### config.mk
export PLATFORM = sky130hd
export DESIGN_NAME = apb2mem
export DESIGN_NICKNAME = d
export VERILOG_FILES = /design/src/rtl/apb2mem.sv
export SDC_FILE = /design/constraint.sdc
export NUM_CORES = 1
export LEC_CHECK = 0
export BUFFER_PORTS_ARGS = -buffer_cell sky130_fd_sc_hd__buf_2
export CAP_MARGIN = 20
export CORE_AREA = 2 2 109 111
export CTS_CLUSTER_DIAMETER = 60
export DETAILED_ROUTE_END_ITERATION = 6
export DIE_AREA = 0 0 111 113
export GPL_TIMING_DRIVEN = 0
export PLACE_DENSITY = 0.8
export SKIP_CTS_REPAIR_TIMING = 1
export SYNTH_ARGS = -nofsm -noshare
export SYNTH_HDL_FRONTEND = slang
export SYNTH_SLANG_ARGS = --single-unit
### constraint.sdc
create_clock -name clk_i -period 5.85 [get_ports clk_i]
set_clock_uncertainty 0.15 [all_clocks]
set_input_delay 0.2925 -clock clk_i [delete_from_list [all_inputs] [get_ports clk_i]]
set_output_delay 0.2925 -clock clk_i [all_outputs]
set_load 0.02 [all_outputs]
### src/rtl/apb2mem.sv
// apb2mem: APB4 completer bridging to a native valid/ready memory port with window decode and timeout.
// Rev 1.0
`default_nettype none

module apb2mem #(
  parameter logic [31:0] BASE_ADDR      = 32'h0000_0000,
  parameter logic [31:0] WIN_SIZE       = 32'h0001_0000,
  parameter int unsigned TIMEOUT_CYCLES = 64
) (
  input  logic        clk_i,
  input  logic        rst_i,
  input  logic [31:0] apb_paddr_i,
  input  logic [2:0]  apb_pprot_i,
  input  logic        apb_psel_i,
  input  logic        apb_penable_i,
  input  logic        apb_pwrite_i,
  input  logic [31:0] apb_pwdata_i,
  input  logic [3:0]  apb_pstrb_i,
  output logic        apb_pready_o,
  output logic [31:0] apb_prdata_o,
  output logic        apb_pslverr_o,
  output logic        mem_valid_o,
  output logic [31:0] mem_addr_o,
  output logic [31:0] mem_wdata_o,
  output logic [3:0]  mem_wstrb_o,
  input  logic [31:0] mem_rdata_i,
  input  logic        mem_ready_i
);

  localparam logic [7:0] C_TIMEOUT = 8'(TIMEOUT_CYCLES);

  typedef enum logic [1:0] {
    S_IDLE = 2'd0,
    S_REQ  = 2'd1,
    S_RESP = 2'd2
  } state_t;

  state_t      r_state;
  logic [7:0]  r_cnt;
  logic        r_write;

  logic        w_setup;
  logic [31:0] w_off;
  logic        w_inwin;
  logic        w_zero_wr;
  logic        w_unused;

  assign w_setup   = apb_psel_i & ~apb_penable_i;
  // Unsigned wrap makes addresses below BASE_ADDR fall outside the window too.
  assign w_off     = apb_paddr_i - BASE_ADDR;
  assign w_inwin   = (w_off < WIN_SIZE);
  assign w_zero_wr = apb_pwrite_i & (apb_pstrb_i == 4'h0);
  assign w_unused  = ^apb_pprot_i;

  always_ff @(posedge clk_i or posedge rst_i) begin
    if (rst_i) begin
      r_state       <= S_IDLE;
      r_cnt         <= 8'd0;
      r_write       <= 1'b0;
      apb_pready_o  <= 1'b0;
      apb_prdata_o  <= 32'h0;
      apb_pslverr_o <= 1'b0;
      mem_valid_o   <= 1'b0;
      mem_addr_o    <= 32'h0;
      mem_wdata_o   <= 32'h0;
      mem_wstrb_o   <= 4'h0;
    end else begin
      case (r_state)
        S_IDLE: begin
          apb_pready_o  <= 1'b0;
          apb_pslverr_o <= 1'b0;
          apb_prdata_o  <= 32'h0;
          if (w_setup) begin
            mem_addr_o  <= {apb_paddr_i[31:2], 2'b00};
            mem_wdata_o <= apb_pwdata_i;
            mem_wstrb_o <= apb_pwrite_i ? apb_pstrb_i : 4'h0;
            r_write     <= apb_pwrite_i;
            r_cnt       <= 8'd1;
            if (!w_inwin) begin
              r_state       <= S_RESP;
              apb_pready_o  <= 1'b1;
              apb_pslverr_o <= 1'b1;
            end else if (w_zero_wr) begin
              r_state      <= S_RESP;
              apb_pready_o <= 1'b1;
            end else begin
              r_state     <= S_REQ;
              mem_valid_o <= 1'b1;
            end
          end
        end

        S_REQ: begin
          if (!apb_psel_i) begin
            r_state     <= S_IDLE;
            mem_valid_o <= 1'b0;
            r_cnt       <= 8'd0;
          end else if (mem_ready_i) begin
            // Ready on the final counted cycle still wins over the timeout.
            r_state      <= S_RESP;
            mem_valid_o  <= 1'b0;
            apb_pready_o <= 1'b1;
            apb_prdata_o <= r_write ? 32'h0 : mem_rdata_i;
            r_cnt        <= 8'd0;
          end else if (r_cnt == C_TIMEOUT) begin
            r_state       <= S_RESP;
            mem_valid_o   <= 1'b0;
            apb_pready_o  <= 1'b1;
            apb_pslverr_o <= 1'b1;
            r_cnt         <= 8'd0;
          end else begin
            r_cnt <= r_cnt + 8'd1;
          end
        end

        S_RESP: begin
          r_state       <= S_IDLE;
          apb_pready_o  <= 1'b0;
          apb_pslverr_o <= 1'b0;
          apb_prdata_o  <= 32'h0;
        end

        default: begin
          r_state       <= S_IDLE;
          mem_valid_o   <= 1'b0;
          apb_pready_o  <= 1'b0;
          apb_pslverr_o <= 1'b0;
          apb_prdata_o  <= 32'h0;
        end
      endcase
    end
  end

endmodule

`default_nettype wire
Yosys cells after proc, flatten, opt, wreduce, memory -nomap -nowiden

Index checks and enable logic that the tools add are counted.

$add $sub $neg: 1
Order comparisons: 1
Equality and inequality tests: 12
Muxes and demuxes: 36
Bitwise logic cells: 4
Reduce and logical (&&, ||, !) cells: 10

Operators with widths:

| cell                                                                           | number |
|---|---|
| 32-bit 2-to-1 mux                                                              | 4 |
| 32-bit by 17-bit less-than comparator with 1-bit output, second input constant | 1 |
| 8-bit 2-to-1 mux                                                               | 4 |
| 1-bit 2-to-1 mux                                                               | 16 |
| 8-bit case mux with 2 select lines                                             | 1 |
| 2-bit != test, second input constant                                           | 7 |
| 2-bit 2-to-1 mux                                                               | 6 |
| 2-bit AND reduction                                                            | 5 |
| 8-bit by 1-bit adder with 8-bit output, second input constant                  | 1 |
| 8-bit by 7-bit == test with 1-bit output, second input constant                | 1 |
| 5-bit AND reduction                                                            | 1 |
| 4-bit zero test                                                                | 1 |
| 4-bit 2-to-1 mux                                                               | 1 |
| 4-bit != test, second input constant                                           | 1 |
| 1-bit case mux with 2 select lines                                             | 2 |
| 2-bit case mux with 2 select lines                                             | 1 |
| 3-bit != test, second input constant                                           | 1 |
| 1-bit case mux with 3 select lines                                             | 1 |
| 3-bit AND reduction                                                            | 1 |
| 1-bit bitwise AND                                                              | 2 |
| 2-bit by 1-bit == test with 1-bit output, second input constant                | 1 |
| 2-bit == test, second input constant                                           | 1 |
| 2-bit zero test                                                                | 1 |
| 1-bit inverter                                                                 | 2 |
| 2-bit nonzero test                                                             | 1 |

Register bits: 112
Output and inout bits: 103
Logic and storage cells: 74

Depth between registers and ports, before layout

Gate-level depths: netlist of the first run.

Depth in word-level cells: 6
Depth in mapped cells: 6

Least setup slack after synthesis of the first run

OpenSTA, ideal clock, no wires.

Path type: register to register
Start: reg r_cnt[0]
End: reg r_state[0]
Setup time: 0.127 ns
Arrival time: 1.535 ns
Required time: 5.573 ns
Slack: 4.038 ns
Cell stages (with the launch flop): 6
Period minus slack after synthesis: 1.812 ns
Path through: dfrtp_1 inv_1 ha_1 nor4bb_1 a21boi_0 or2_2

Word-level cells in the longest chain between the ends: 3

RTL lines:

| item                                     | RTL line | text |
|---|---|---|
| from (decl)                              | 39       | `logic [7:0] r_cnt;` |
| from (signal assigned)                   | 112      | `r_cnt <= r_cnt + 8'd1;` |
| 8-bit by 7-bit == test with 1-bit output | 105      | `end else if (r_cnt == C_TIMEOUT) begin` |
| 4-bit != test (no source line)           | n/a      |  |
| 2-bit AND reduction (no source line)     | n/a      |  |
| to (signal assigned)                     | 100      | `r_state <= S_RESP;` |
| to (signal assigned)                     | 106      | `r_state <= S_RESP;` |
| to (signal assigned)                     | 117      | `r_state <= S_IDLE;` |
| to (decl)                                | 38       | `state_t r_state;` |

Every way passes these cells.
A chain may end at the register's enable or synchronous reset.

Worst setup path after layout of the first run

Start: reg r_state[0]
End: reg mem_addr_o[10]

Word-level cells in the longest chain between the ends: 2

RTL lines:

| item                                 | RTL line | text |
|---|---|---|
| from (signal assigned)               | 57       | `r_state <= S_IDLE;` |
| from (signal assigned)               | 80       | `r_state <= S_RESP;` |
| from (signal assigned)               | 84       | `r_state <= S_RESP;` |
| 2-bit zero test                      | 68       | `case (r_state)` |
| 2-bit AND reduction (no source line) | n/a      |  |
| to (signal assigned)                 | 74       | `mem_addr_o <= {apb_paddr_i[31:2], 2'b00};` |
| to (decl)                            | 23       | `output logic [31:0] mem_addr_o,` |

Every way passes these cells.

==> metrics.yaml, run 1 <==
cts:
  clk_latency_ns: 0.34
  clock_path_buffers: 2
  cts_buffers: 9
  cts-root-buf: "clkbuf_16"
  clkSlewWorstSetupHoldPaths_ns: 0.07
  cts_tree: "built"
  clkSinkCount: 112
  htreeDepth: 3
finish:
  instances_no_fill: 809
  n_antenna_cell: 0
  layout.nets: 774
  nFillCells: 1019
  layout-drive-gt1-share_pct: 35.14
  final_core_util_pct: 52.91
  stdcell_area_um2: 5964
  register_area_um2: 2803
  multi_input_area_um2: 1488
  syn_to_final_growth_pct: 35.20
setup_path:
  cpMaxStageDelayCell: "nor4b_2"
  path_buf_inv: 2
  crit_chain: "nor4b_2 > buf_2 > buf_2 > nand2_1 > nand2_1"
  crit_family: "simple AND/OR/NAND/NOR gates"
  end_kind: "flip-flop"
  cp.required_ns: 5.98
  crit_fanout: 10
  critical_path.max_stage_delay_ns: 0.82
  cp-start-kind: "flip-flop"
  rrSetupSlack_ns: 3.65
  cp.arrival_ns: 2.33
  path_class: "reg -> reg"
sta:
  worstMarginPinSlew_ns: 0.9278
  drv_slew: 0
  setup_viol: 0
  period_share_pct: 37.65
  holdWs_ns: -0.008924
  rsz0062_at_grt: "false"
  max_freq_mhz: 454.1
  relSlewSlack_pct: 38.15
  period_minus_slack_ns: 2.202
  worst_slack_ns: 3.648
  fin_setup_tns_ns: 0
  finalHoldViolCount: 13
logic_synthesis:
  synth_ff_type: "dfrtp_1"
  synth-async-reset-ratio_pct: 100.0
  synth_area_um2: 4412
  synth-edff-count: 0
  synth-xor-area-share_pct: 0.5956
  yosys.area_share.simple_pct: 23.26
  ys_seq_area_share_pct: 63.53
  synthDistinctLibCells: 37
  synth_compound_area_share_pct: 9.132
  yosysWarnings: 0
  avgSynthCellArea_um2: 9.981
  postSynthCellCount: 442
  synth_top_family_by_area: "simple AND/OR/NAND/NOR gates"
  synth_fa_ha_area_share_pct: 0.5672
  yosys_register_bits: 112
  synthMuxAreaShare_pct: 0
drt:
  drtIter0Drc: 167
  drc: 0
  ant_nets: 0
  post_drt_wl_per_cell_um: 14.62
  drt-pass1-iter-count: 4
  routed_wl_um: 11830
  vias_per_cell: 4.831
  num_vias: 3908
floorplanning:
  die_x_um: 111
  core_area_um2: 11270
  die_area_um2: 12540
  die_h_um: 113
  ios: 212
  initial_core_util_pct: 39.14
  row_count: 39
global_route:
  met2_usage_pct: 31.49
  use_met1_pct: 23.07
  grt_max_degree: 76
  use_met3_pct: 4.392
  grt_use_total_pct: 18.67
  antenna_found_initial: 0
  overflow: 0
  grt_pass1_wl_um: 19130
  top_usage_layer: "met2"
  grt_pass1_vias: 4011
outcome:
  status: "finished with violations"
  violations: "hold timing"
placement:
  place_area_um2: 5638
  hpwl_um: 8925
  dp_worst_setup_slack_ns: 3.659
  post-place-cells: 791
  gp_congestion: 0.8716
  portBuffers: 204
power_and_ir_drop:
  power_density_nw_per_um2: 301.5
  p_leak_nw: 3.399
  ir_drop_uv: 157.9
  fin_total_pwr_mw: 1.798
hold_path:
  hold_class: "in -> reg"
job:
  maxCapViolCount: 0
-- final cells by class --
cell class	instances	share of cell area, %
plain buffers	24	1.909
multi-input cells	304	24.94
repair buffers	209	18.12
flip-flops and latches	112	46.99
well taps	143	3.000
clock inverters	3	0.7342
clock buffers	11	4.070
inverters	3	0.2308
-- final timing paths --
kind                                      start                to  cells past startpoint
worst max-delay path                 r_state[0]    mem_addr_o[10]                      5
worst min-delay path            apb_paddr_i[14]    mem_addr_o[14]                      3
worst max register to register       r_state[0]    mem_addr_o[10]                      5
worst min register to register   mem_wstrb_o[2]    mem_wstrb_o[2]                      2
max in group asynchronous                 rst_i     mem_addr_o[6]                      3
min in group asynchronous                 rst_i  apb_prdata_o[19]                      2
-- worst register-to-register path: cells and delay by family, from the launching register on --
family                 cells  cell delay, ns
buffers and inverters      2            0.59
AND/OR/NAND/NOR            3            0.96
flip-flops                 1            0.44
-- synthesized netlist by cell type (2+ instances only) --
cell      instances  area share [%]
clkbuf_1         14             1.2
nor2b_1           2            0.28
nand2b_1          2            0.28
o21ai_1           3            0.34
nor2_1            2            0.17
inv_1             3            0.26
a22o_1           34             6.7
or2_2             2            0.28
nor3_1            4            0.45
buf_2             7            0.79
nand2_1         208              18
buf_4             2            0.34
ha_1              2            0.57
a31oi_1           2            0.28
o21ai_0           8            0.91
xor2_1            2            0.40
and2_1            2            0.28
nor4_1            5            0.71
dfrtp_1         112              64
nand3_1           9             1.0
-- routing by layer --
metal | up-vias | part of all wire (%)
met5 | - | 0
met4 | 0 | 3.2
met3 | 30 | 6.0
met2 | 147 | 49
met1 | 1845 | 42
li1 | 1886 | -
-- placed cells by master (no fill, tap or decap), types with 2 or more instances in the layout --
| cell | synthesis | layout |
|---|---|---|
| buf_2 | 7 | 211 |
| nand2_1 | 208 | 208 |
| dfrtp_1 | 112 | 112 |
| a22o_1 | 34 | 34 |
| clkbuf_1 | 14 | 15 |
| nand3_1 | 9 | 9 |
| clkbuf_16 | 0 | 9 |
| o21ai_0 | 8 | 8 |
| nor4_1 | 5 | 5 |
| nor3_1 | 4 | 4 |
| dlygate4sd3_1 | 0 | 4 |
| o21ai_1 | 3 | 3 |
| nand2b_1 | 2 | 2 |
| nor2b_1 | 2 | 2 |
| nor2_1 | 2 | 2 |
| and2_1 | 2 | 2 |
| inv_1 | 3 | 2 |
| xor2_1 | 2 | 2 |
| a31oi_1 | 2 | 2 |
| or2_2 | 2 | 2 |
| ha_1 | 2 | 2 |
| buf_4 | 2 | 2 |
| conb_1 | 1 | 2 |
-- kinds of logic after synthesis --
| kind of cell | after synthesis |
|---|---|
| other | 1 |
| buffers and inverters | 27 |
| and+or+nand+nor | 245 |
| AOI/OAI and AO/OA | 52 |
| xor gates and xnor gates | 3 |
| DFF | 112 |
| adders and majority gates | 2 |
-- where the power goes --
part           internal [mW]  switching [mW]
combinational          0.109           0.206
sequential             0.844          0.0374
clock                  0.340           0.262
-- sequential cells by signal, summed over array words and instances, names as in the netlist --
register / cells
apb_prdata_o: 32
mem_wdata_o: 32
mem_addr_o: 30
r_cnt: 8
mem_wstrb_o: 4
r_state: 2
apb_pready_o: 1
apb_pslverr_o: 1
mem_valid_o: 1
r_write: 1
(Power assumes the default switching activity.)
==> inputs of run 2 (changes only) <==
Settings changed: PLACE_DENSITY 0.8 to 0.83.
Clock period 5.85 ns to 1.9 ns, I/O delays scaled along.
==> metrics.yaml, run 2 (synthesis results as in run 1) <==
outcome:
  status: "finished, final reports clean"  # was finished with violations
global_route:
  overflow: 0  # unchanged
  grt_max_degree: 35  # was 76
  grt_use_total_pct: 19.17  # was 18.67%
  grt_pass1_vias: 3778  # was 4011
  antenna_found_initial: 0  # unchanged
  grt_pass1_wl_um: 19000  # was 19130 um
setup_path:
  end_kind: "flip-flop"  # unchanged
  worst_r2r_path_depth: 6  # was 5
  timing.rr.end: "mem_addr_o[22]"  # was mem_addr_o[10]
  rrSetupSlack_ns: 0.05  # was 3.65 ns
  cp.required_ns: 1.99  # was 5.98 ns
  path_class: "reg -> reg"  # unchanged
  cp.arrival_ns: 1.94  # was 2.33 ns
  r2r-start: "r_state[0]"  # unchanged
  cp-start-kind: "flip-flop"  # unchanged
  crit_fanout: 10  # unchanged
  crit_path_end: "mem_addr_o[22]"  # was mem_addr_o[10]
  startpoint: "r_state[0]"  # unchanged
sta:
  period_minus_slack_ns: 1.853  # was 2.202 ns
  drv_slew: 0  # unchanged
  worstMarginPinSlew_ns: 0.5615  # was 0.9278 ns
  finalHoldViolCount: 0  # was 13
  rsz0062_at_grt: "true"  # was false
  max_freq_mhz: 539.7  # was 454.1 MHz
  setup_viol: 0  # unchanged
  relSlewSlack_pct: 62.49  # was 38.15%
  holdWs_ns: 0.04060  # was -0.008924 ns
  period_share_pct: 97.52  # was 37.65%
finish:
  layout_common_cells: "buf_2, nand2_1, dfrtp_1"  # unchanged
  syn_to_final_growth_pct: 61.46  # was 35.20%
  layout-drive-gt1-share_pct: 33.51  # was 35.14%
  largestRegisters: "apb_prdata_o (32), mem_wdata_o (32), mem_addr_o (30)"  # unchanged
  layout.nets: 876  # was 774
floorplanning:
  die_area_um2: 12540  # unchanged
  initial_core_util_pct: 39.14  # unchanged
  row_count: 39  # unchanged
  die_x_um: 111  # unchanged
  die_h_um: 113  # unchanged
  ios: 212  # unchanged
  core_area_um2: 11270  # unchanged
placement:
  portBuffers: 204  # unchanged
  hpwl_um: 8961  # was 8925 um
  gp_congestion: 0.8492  # was 0.8716
cts:
  cts_buffers: 9  # unchanged
  cts-root-buf: "clkbuf_16"  # unchanged
  cts_tree: "built"  # unchanged
  clock_path_buffers: 2  # unchanged
  clkSlewWorstSetupHoldPaths_ns: 0.07  # about the same
  clkSinkCount: 112  # unchanged
  clk_latency_ns: 0.35  # was 0.34 ns
  htreeDepth: 3  # unchanged
power_and_ir_drop:
  ir_drop_uv: 423.8  # was 157.9 uV
  p_leak_nw: 3.891  # was 3.399 nW
  fin_total_pwr_mw: 6.001  # was 1.798 mW
  power_density_nw_per_um2: 842.5  # was 301.5 nW/um2
drt:
  ant_nets: 0  # unchanged
  drt-pass1-iter-count: 4  # unchanged
  routed_wl_um: 14030  # was 11830 um
  drc: 0  # unchanged
  num_vias: 4403  # was 3908
  post_drt_wl_per_cell_um: 15.35  # was 14.62 um
  drtIter0Drc: 220  # was 167
  vias_per_cell: 4.817  # was 4.831
hold_path:
  whs_path_depth: 4  # was 3
  hold_class: "in -> reg"  # unchanged
job:
  maxCapViolCount: 0  # unchanged
run 2: cell types whose count changed in the layout (fill, tap and decap cells not counted), moves of 2 or more:
cell and delta:
buf_12 +2, buf_2 -4, buf_4 +8, clkbuf_1 -8
clkbuf_2 +6, clkbuf_8 +2, clkinvlp_4 +3, dfrtp_1 -2
dfrtp_2 +2, dlygate4sd3_1 +96
run 2: worst max-delay path, cell delays in order, from the launching register on:
cell and delay, ns:
dfrtp_2 0.44, or4b_4 0.55, buf_6 0.15, buf_6 0.14, buf_4 0.17, nand2_1 0.08, nand2_1 0.06
run 2: worst min-delay path by stage:
stage | start | endpoint | slack (ns)
global placement | apb_pwdata_i[16] | mem_wdata_o[16] | 0.14
global route | mem_ready_i | apb_pslverr_o | 0.09
floorplan | apb_paddr_i[10] | mem_addr_o[10] | 0.05
finish | apb_psel_i | apb_pready_o | 0.04
CTS | rst_i | mem_wdata_o[19] | -0.34
detailed placement | rst_i | mem_wdata_o[19] | 0.03
run 2: layout make-up:
cell class	instances	area, um2
diodes	1	2.502
plain buffers	23	131.4
clock buffers	12	266.5
clock inverters	4	75.07
fillers	875	4149
inverters	3	15.01
multi-input cells	304	1529
flip-flops and latches	112	2805
well taps	143	178.9
repair buffers	312	2120
run 2: where the power goes:
part	internal (mW)	switching (mW)
registers	2.60	0.121
clock network	1.26	0.854
logic	0.484	0.679
total	4.35	1.65
run 2: per-stage QoR:
step | setup WS, ns | utilization (%) | TNS [ns] | area, um2 | instances
floorplan | 0.08769 | - | 0 | 4419 | 443
CTS | -0.2882 | 53.41 | -9.723 | 6021 | 809
detailed placement | -0.2684 | 50.38 | -8.133 | 5679 | 793
finish | 0.04708 | 63.19 | 0 | 7123 | 914
global route | -0.06755 | 63.17 | -0.7602 | 7121 | 913
global placement | -0.4429 | 49.85 | -54.94 | 5619 | 790
run 2: per-layer routing:
metal	track usage [%]	vias up	routed length [um]
met5	0	-	0
met4	9.167	0	437
met3	2.892	35	603
met2	31.70	162	7367
met1	25.03	2108	5620
li1	-	2098	-
